$ cat src/rtl/fft8_stream_pipe_if.sv
// Stream bus for fft8_stream_pipe: one complex 8-sample frame in, one 8-bin
// spectrum out, each with valid/ready. DW must match the attached block.
// With FFT8_INVERSE_EN defined, a per-frame inv bit travels with the input.
interface fft8_stream_pipe_if #(
  parameter int DW = 8
);
  localparam int OW = DW + 4;

  logic            in_valid;
  logic            in_ready;
  logic [8*DW-1:0] in_re;
  logic [8*DW-1:0] in_im;
`ifdef FFT8_INVERSE_EN
  logic            inv;
`endif
  logic            out_valid;
  logic            out_ready;
  logic [8*OW-1:0] out_re;
  logic [8*OW-1:0] out_im;

`ifdef FFT8_INVERSE_EN
  // master: the FFT block itself
  modport master (
    input  in_valid, in_re, in_im, inv, out_ready,
    output in_ready, out_valid, out_re, out_im
  );
  // slave: the surrounding source/sink
  modport slave (
    output in_valid, in_re, in_im, inv, out_ready,
    input  in_ready, out_valid, out_re, out_im
  );
`else
  // master: the FFT block itself
  modport master (
    input  in_valid, in_re, in_im, out_ready,
    output in_ready, out_valid, out_re, out_im
  );
  // slave: the surrounding source/sink
  modport slave (
    output in_valid, in_re, in_im, out_ready,
    input  in_ready, out_valid, out_re, out_im
  );
`endif
endinterface

$ cat src/rtl/fft8_stream_pipe.sv
// fft8_stream_pipe: 8-point radix-2 DIT FFT on complex frames, one frame per
// cycle, 4 advancing cycles of latency, whole-pipeline stall on back-pressure.
// Stages: S1 butterflies (DW+1) -> S2 butterflies with W4 swap (DW+2) ->
// ROT twiddle stage (DW+3) -> S3 butterflies (DW+4). Outputs in natural order.
// Optional macro FFT8_INVERSE_EN: per-frame inv bit selects conjugate
// twiddles, giving the unscaled IDFT for that frame.
module fft8_stream_pipe #(
  parameter int DW = 8,
  parameter int TW = 8
) (
  input  logic              clk,
  input  logic              reset,
  fft8_stream_pipe_if.master bus
);
  localparam int W1 = DW + 1;
  localparam int W2 = DW + 2;
  localparam int W3 = DW + 3;
  localparam int OW = DW + 4;
  localparam int PW = W3 + TW;
  localparam int C_INT = $rtoi(0.70710678 * real'(1 << (TW - 1)) + 0.5);
  localparam logic signed [PW-1:0] C_PW   = PW'(C_INT);
  localparam logic signed [PW-1:0] RND_PW = PW'(1 << (TW - 2));

  // Round-half-up then drop the TW-1 fraction bits of a twiddle product.
  function automatic logic signed [W3-1:0] rnd(input logic signed [PW-1:0] p);
    logic signed [PW-1:0] t;
    t = (p + RND_PW) >>> (TW - 1);
    return t[W3-1:0];
  endfunction

  logic w_en;
  logic w_inv1;
  logic w_inv2;
  logic r_v1, r_v2, r_v3, r_v4;

  logic signed [DW-1:0] w_x_re   [8];
  logic signed [DW-1:0] w_x_im   [8];
  logic signed [W1-1:0] w_s1_re  [8];
  logic signed [W1-1:0] w_s1_im  [8];
  logic signed [W1-1:0] r_s1_re  [8];
  logic signed [W1-1:0] r_s1_im  [8];
  logic signed [W2-1:0] w_j_re   [2];
  logic signed [W2-1:0] w_j_im   [2];
  logic signed [W2-1:0] w_s2_re  [8];
  logic signed [W2-1:0] w_s2_im  [8];
  logic signed [W2-1:0] r_s2_re  [8];
  logic signed [W2-1:0] r_s2_im  [8];
  logic signed [W3-1:0] w_sum5, w_dif5, w_sum7, w_dif7;
  logic signed [PW-1:0] w_ps5, w_pd5, w_ps7, w_pd7;
  logic signed [W3-1:0] w_rot_re [8];
  logic signed [W3-1:0] w_rot_im [8];
  logic signed [W3-1:0] r_rot_re [8];
  logic signed [W3-1:0] r_rot_im [8];
  logic signed [OW-1:0] w_s3_re  [8];
  logic signed [OW-1:0] w_s3_im  [8];
  logic signed [OW-1:0] r_s3_re  [8];
  logic signed [OW-1:0] r_s3_im  [8];
  logic [8*OW-1:0]      w_out_re;
  logic [8*OW-1:0]      w_out_im;

  // Whole pipeline advances when the output slot is empty or being drained.
  assign w_en          = bus.out_ready | ~r_v4;
  assign bus.in_ready  = w_en;
  assign bus.out_valid = r_v4;

  // Unpack input samples.
  for (genvar gi = 0; gi < 8; gi++) begin : g_in
    assign w_x_re[gi] = bus.in_re[gi*DW +: DW];
    assign w_x_im[gi] = bus.in_im[gi*DW +: DW];
  end

  // S1: bit-reversed pairs (0,4), (2,6), (1,5), (3,7); sum in even slot, difference in odd.
  for (genvar gi = 0; gi < 4; gi++) begin : g_s1
    localparam int LO = (gi % 2) * 2 + (gi / 2);
    assign w_s1_re[2*gi]   = W1'(w_x_re[LO]) + W1'(w_x_re[LO+4]);
    assign w_s1_im[2*gi]   = W1'(w_x_im[LO]) + W1'(w_x_im[LO+4]);
    assign w_s1_re[2*gi+1] = W1'(w_x_re[LO]) - W1'(w_x_re[LO+4]);
    assign w_s1_im[2*gi+1] = W1'(w_x_im[LO]) - W1'(w_x_im[LO+4]);
  end

  // S2: two 4-point stages (even half 0..3, odd half 4..7); the W4^1 term is an exact -j (or +j) swap.
  always_comb begin
    for (int h = 0; h < 2; h++) begin
      if (w_inv1) begin
        w_j_re[h] = -W2'(r_s1_im[4*h+3]);
        w_j_im[h] =  W2'(r_s1_re[4*h+3]);
      end else begin
        w_j_re[h] =  W2'(r_s1_im[4*h+3]);
        w_j_im[h] = -W2'(r_s1_re[4*h+3]);
      end
      w_s2_re[4*h]   = W2'(r_s1_re[4*h])   + W2'(r_s1_re[4*h+2]);
      w_s2_im[4*h]   = W2'(r_s1_im[4*h])   + W2'(r_s1_im[4*h+2]);
      w_s2_re[4*h+2] = W2'(r_s1_re[4*h])   - W2'(r_s1_re[4*h+2]);
      w_s2_im[4*h+2] = W2'(r_s1_im[4*h])   - W2'(r_s1_im[4*h+2]);
      w_s2_re[4*h+1] = W2'(r_s1_re[4*h+1]) + w_j_re[h];
      w_s2_im[4*h+1] = W2'(r_s1_im[4*h+1]) + w_j_im[h];
      w_s2_re[4*h+3] = W2'(r_s1_re[4*h+1]) - w_j_re[h];
      w_s2_im[4*h+3] = W2'(r_s1_im[4*h+1]) - w_j_im[h];
    end
  end

  // ROT: odd-half bins get W8^k; W^0 passes, W^2 is a swap, W^1/W^3 use C with rounding.
  always_comb begin
    for (int i = 0; i < 5; i++) begin
      w_rot_re[i] = W3'(r_s2_re[i]);
      w_rot_im[i] = W3'(r_s2_im[i]);
    end
    if (w_inv2) begin
      w_rot_re[6] = -W3'(r_s2_im[6]);
      w_rot_im[6] =  W3'(r_s2_re[6]);
    end else begin
      w_rot_re[6] =  W3'(r_s2_im[6]);
      w_rot_im[6] = -W3'(r_s2_re[6]);
    end
    w_sum5 = W3'(r_s2_re[5]) + W3'(r_s2_im[5]);
    w_dif5 = W3'(r_s2_im[5]) - W3'(r_s2_re[5]);
    w_sum7 = W3'(r_s2_re[7]) + W3'(r_s2_im[7]);
    w_dif7 = W3'(r_s2_im[7]) - W3'(r_s2_re[7]);
    w_ps5  = PW'(w_sum5) * C_PW;
    w_pd5  = PW'(w_dif5) * C_PW;
    w_ps7  = PW'(w_sum7) * C_PW;
    w_pd7  = PW'(w_dif7) * C_PW;
    if (w_inv2) begin
      w_rot_re[5] = rnd(-w_pd5);
      w_rot_im[5] = rnd(w_ps5);
      w_rot_re[7] = rnd(-w_ps7);
      w_rot_im[7] = rnd(-w_pd7);
    end else begin
      w_rot_re[5] = rnd(w_ps5);
      w_rot_im[5] = rnd(w_pd5);
      w_rot_re[7] = rnd(w_pd7);
      w_rot_im[7] = rnd(-w_ps7);
    end
  end

  // S3: final butterflies combine even-half bins with rotated odd-half bins.
  for (genvar gi = 0; gi < 4; gi++) begin : g_s3
    assign w_s3_re[gi]   = OW'(r_rot_re[gi]) + OW'(r_rot_re[gi+4]);
    assign w_s3_im[gi]   = OW'(r_rot_im[gi]) + OW'(r_rot_im[gi+4]);
    assign w_s3_re[gi+4] = OW'(r_rot_re[gi]) - OW'(r_rot_re[gi+4]);
    assign w_s3_im[gi+4] = OW'(r_rot_im[gi]) - OW'(r_rot_im[gi+4]);
  end

  // Pipeline registers and valid bits: shift together on w_en, hold otherwise.
  always_ff @(posedge clk or negedge reset) begin
    if (!reset) begin
      r_v1 <= 1'b0;
      r_v2 <= 1'b0;
      r_v3 <= 1'b0;
      r_v4 <= 1'b0;
      for (int i = 0; i < 8; i++) begin
        r_s1_re[i]  <= '0;
        r_s1_im[i]  <= '0;
        r_s2_re[i]  <= '0;
        r_s2_im[i]  <= '0;
        r_rot_re[i] <= '0;
        r_rot_im[i] <= '0;
        r_s3_re[i]  <= '0;
        r_s3_im[i]  <= '0;
      end
    end else if (w_en) begin
      r_v1 <= bus.in_valid;
      r_v2 <= r_v1;
      r_v3 <= r_v2;
      r_v4 <= r_v3;
      for (int i = 0; i < 8; i++) begin
        r_s1_re[i]  <= w_s1_re[i];
        r_s1_im[i]  <= w_s1_im[i];
        r_s2_re[i]  <= w_s2_re[i];
        r_s2_im[i]  <= w_s2_im[i];
        r_rot_re[i] <= w_rot_re[i];
        r_rot_im[i] <= w_rot_im[i];
        r_s3_re[i]  <= w_s3_re[i];
        r_s3_im[i]  <= w_s3_im[i];
      end
    end
  end

`ifdef FFT8_INVERSE_EN
  logic r_inv1, r_inv2;

  // Per-frame direction bit rides alongside the data as far as the ROT stage.
  always_ff @(posedge clk or negedge reset) begin
    if (!reset) begin
      r_inv1 <= 1'b0;
      r_inv2 <= 1'b0;
    end else if (w_en) begin
      r_inv1 <= bus.inv;
      r_inv2 <= r_inv1;
    end
  end

  assign w_inv1 = r_inv1;
  assign w_inv2 = r_inv2;
`else
  assign w_inv1 = 1'b0;
  assign w_inv2 = 1'b0;
`endif

  // Pack the output bins onto the bus.
  always_comb begin
    w_out_re = '0;
    w_out_im = '0;
    for (int k = 0; k < 8; k++) begin
      w_out_re[k*OW +: OW] = r_s3_re[k];
      w_out_im[k*OW +: OW] = r_s3_im[k];
    end
  end

  assign bus.out_re = w_out_re;
  assign bus.out_im = w_out_im;

endmodule

$ cat src/flat_wrapper.sv
// flat-port wrapper written by rule: the top's interface ports become plain ports
module fft8_stream_pipe_flat 
#(
  parameter int DW = 8,
  parameter int TW = 8
)
  (clk, reset, bus_in_valid, bus_in_re, bus_in_im, bus_out_ready, bus_in_ready, bus_out_valid, bus_out_re, bus_out_im);
  fft8_stream_pipe_if #(.DW(DW)) bus_i ();
  input  logic clk;
  input  logic reset;
  input wire logic [$bits(bus_i.in_valid)-1:0] bus_in_valid;
  input wire logic [$bits(bus_i.in_re)-1:0] bus_in_re;
  input wire logic [$bits(bus_i.in_im)-1:0] bus_in_im;
  input wire logic [$bits(bus_i.out_ready)-1:0] bus_out_ready;
  output wire logic [$bits(bus_i.in_ready)-1:0] bus_in_ready;
  output wire logic [$bits(bus_i.out_valid)-1:0] bus_out_valid;
  output wire logic [$bits(bus_i.out_re)-1:0] bus_out_re;
  output wire logic [$bits(bus_i.out_im)-1:0] bus_out_im;
  assign bus_i.in_valid = bus_in_valid;
  assign bus_i.in_re = bus_in_re;
  assign bus_i.in_im = bus_in_im;
  assign bus_i.out_ready = bus_out_ready;
  assign bus_in_ready = bus_i.in_ready;
  assign bus_out_valid = bus_i.out_valid;
  assign bus_out_re = bus_i.out_re;
  assign bus_out_im = bus_i.out_im;
  fft8_stream_pipe #(.DW(DW), .TW(TW)) u_core (.clk(clk), .reset(reset), .bus(bus_i));
endmodule
$ cat config.mk
export PLATFORM = sky130hd
export DESIGN_NAME = fft8_stream_pipe_flat
export DESIGN_NICKNAME = d
export VERILOG_FILES = /design/src/rtl/fft8_stream_pipe_if.sv /design/src/rtl/fft8_stream_pipe.sv /design/src/flat_wrapper.sv
export SDC_FILE = /design/constraint.sdc
export NUM_CORES = 2
export LEC_CHECK = 0
export CAP_MARGIN = 20
export CORE_UTILIZATION = 45
export DETAILED_ROUTE_END_ITERATION = 10
export PLACE_DENSITY = 0.68
export SYNTH_ARGS = -nofsm -noshare
export SYNTH_HDL_FRONTEND = slang
export SYNTH_SLANG_ARGS = --single-unit
$ cat constraint.sdc
create_clock -name clk -period 7.9 [get_ports clk]
set_input_delay 2.37 -clock clk [delete_from_list [all_inputs] [get_ports clk]]
set_output_delay 2.37 -clock clk [all_outputs]
set_load 0.02 [all_outputs]
==> results.cfg <==
[status]
status = complete, no violations

[cts]
cts_max_level = 3
postCtsSetupBuffers = 0
hold_buffers = 0
cts_sinks = 629
cts_resized = 0
clk_latency_ps = 630
path_clk_slew_ps = 60
clk_path_buf_depth = 3
cts_buffers = 73
cts_tree = yes
cts-root-buf = clkbuf_16

[synthesis]
synthMuxAreaShare = 0.00168
ys_async_sr_fraction = 1.00
synth-seq-area-share = 0.329
syn_inst = 5437
synth_compound_area_frac = 0.166
ys_warn_count = 0
synth-xor-area-share = 0.0605
avgSynthCellArea_um2 = 8.79
ys_ff_latch = 629
synth_nets = 6379
yosys.area_share.adder = 0.237
synth_ff_type = dfrtp_1
synth_edf_count = 0
syn-cell-area_um2 = 47800
synth_top_family_by_area = adder cells
synth_cell_types = 68
synthSimpleGateAreaFrac = 0.129

[routing]
postRouteAntennaNets = 0
viasPerCell = 5.22
dr_total_vias = 37000
drc = 0
drtIter0Drc = 2470
routed_wirelength_um = 127000
wl_per_cell_um = 17.9
first_pass_iters = 6

[sta]
period_share = 0.834
setup-tns-final_ps = 0
tightest_slew_ps = 1150
fmax_mhz = 152
finalMaxSlewViolations = 0
hold_viol_final = 0
finClkSkew_ps = 19.1
rsz0062_at_grt = no
min_period_ps = 6590
setup_violations = 0
max_slew_margin = 0.212

[cells_and_area]
final_nets = 6585
final_common_cell = inv_1
finalNonFillerCells = 7088
antenna_cells = 0
drive_above_1_share = 0.0312
register_area_um2 = 15700
multi_input_area_um2 = 28400
layout_common_cells = inv_1 (741), ha_1 (654), dfrtp_1 (629)
syn_to_final_growth_pct = 14.5
nFillCells = 9622

[floorplan]
fp.dieArea_um2 = 107000
ios = 326
rows = 119
initial_utilization = 0.454
core_area_um2 = 105000
chipHeight_um = 328
die_x_um = 328

[placed_design]
port_buffers = 325
place_hpwl_um = 102000
dp.cells = 6959
gp_congestion = 0.909

[grt]
grt_start_max_net_pins = 256
grt_pass1_wl_um = 201000
grt-ovfl-total = 0
grt_antenna_before_repair = 1
grt_pass1_vias = 36000
track_usage = 0.237

[worst_hold_path]
whs_path_depth = 2
min_path_type = reg -> reg

[job]
max-cap-violations = 0

[worst_setup_path]
path_buf_inv = 3
ff2ff_path_depth = 25
crit_family = adder cells
cp.arrival_ps = 7050
critical_path_class = reg -> reg
cp-start-kind = flip-flop
crit_fanout = 9
worstSetupEndpointType = flip-flop
cp_data_required_time_ps = 8360
path_depth = 25
cpMaxStageDelayCell = xnor2_1
cpPeakStageDelay_ps = 670
cpMostUsedCell = a21oi_1
## cell families after synthesis
logic type	count (synthesis)
multiplexers	8
AO/OA/AOI/OAI	1336
buffers and inverters	956
adder cells (fa/ha/maj)	810
XOR/XNOR	330
AND/OR/NAND/NOR	1368
flip-flops	629
## Yosys cell counts, types with 6 or more instances
master | instances | share of area
or3_1 | 28 | 0.0037
a21o_1 | 25 | 0.0039
a2111oi_0 | 8 | 0.0015
a21boi_0 | 24 | 0.0038
nand2_1 | 567 | 0.045
o21ai_0 | 387 | 0.041
buf_4 | 14 | 0.0022
inv_1 | 741 | 0.058
and2_1 | 11 | 0.0014
xnor2_1 | 266 | 0.049
dfrtp_1 | 629 | 0.33
nor3_1 | 79 | 0.0083
nor3b_1 | 25 | 0.0039
a21oi_1 | 498 | 0.052
o211ai_1 | 17 | 0.0027
nor2b_1 | 55 | 0.0072
o21bai_1 | 120 | 0.019
fa_1 | 156 | 0.065
a221oi_1 | 9 | 0.0016
a31o_2 | 6 | 0.0011
a31oi_1 | 25 | 0.0033
clkbuf_1 | 181 | 0.014
or4_1 | 8 | 0.0013
a211oi_1 | 21 | 0.0033
nand3_1 | 26 | 0.0027
o31ai_1 | 87 | 0.014
or2_2 | 9 | 0.0012
mux2i_1 | 8 | 0.0017
ha_1 | 654 | 0.17
xor2_1 | 64 | 0.012
o21a_1 | 39 | 0.0061
nor2_1 | 390 | 0.031
nor4_1 | 11 | 0.0014
o41ai_1 | 17 | 0.0031
nor4b_1 | 9 | 0.0016
buf_1 | 19 | 0.0015
nand2b_1 | 63 | 0.0082
or4b_2 | 8 | 0.0017
and3_1 | 53 | 0.0069
o31a_1 | 14 | 0.0026
nand3b_1 | 10 | 0.0016
## through the flow
step,hold slack [ps],worst slack [ps],utilization,cell area (um^2)
6_report,465,1310,0.520,54700
5_1_grt,496,783,0.520,54700
4_1_cts,472,1360,0.520,54700
3_5_place_dp,459,1370,0.495,52100
3_3_place_gp,453,1400,0.495,52100
2_1_floorplan,430,1880,-,47800
## final timing paths
check                                          startpoint                                end  slack, ps
min reg2reg                u_core.r_s2_im[43]$_DFFE_PN0P_    u_core.r_rot_im[47]$_DFFE_PN0P_        470
min in group asynchronous                           reset  u_core.bus.out_im[46]$_DFFE_PN0P_       1780
max in group asynchronous                           reset     u_core.r_s1_re[38]$_DFFE_PN0P_       4730
min                        u_core.r_s2_im[43]$_DFFE_PN0P_    u_core.r_rot_im[47]$_DFFE_PN0P_        470
max                         u_core.r_s2_re[1]$_DFFE_PN0P_    u_core.r_rot_im[10]$_DFFE_PN0P_       1310
max reg2reg                 u_core.r_s2_re[1]$_DFFE_PN0P_    u_core.r_rot_im[10]$_DFFE_PN0P_       1310
## flip-flops by register name (all words and copies together), names as in the netlist, 68 cells and up
signal	count
u_core.bus.out_re	88
u_core.r_s2_im	76
u_core.r_s1_im	68
u_core.r_s2_re	76
u_core.r_s1_re	68
u_core.r_rot_re	78
u_core.r_rot_im	81
u_core.bus.out_im	90
## routing by layer
layer  global-route usage  up-vias  routed length (um)
met3               0.0263      122                6070
met4               0.0582        2                2670
met5                    0        -                  10
met2                0.375      805               56500
met1                0.345    17600               61500
li1                     -    18400                   -
## tightest hold or removal path: cells and delay by family, from the launching register on
kind,cells,cell delay [ps]
flops,1,340
simple gates,2,100
## layout make-up
class                   instances  share of cell area
well taps                    1391              0.0318
clock inverters                33             0.00901
clock buffers                  96              0.0377
repair buffers                345              0.0634
multi-input cells            3852               0.519
flip-flops and latches        629               0.288
inverters                     742              0.0510
Power is left out: the tool's default activity adds up to more than one toggle a clock period on the data nets, which glitch-free logic cannot reach.
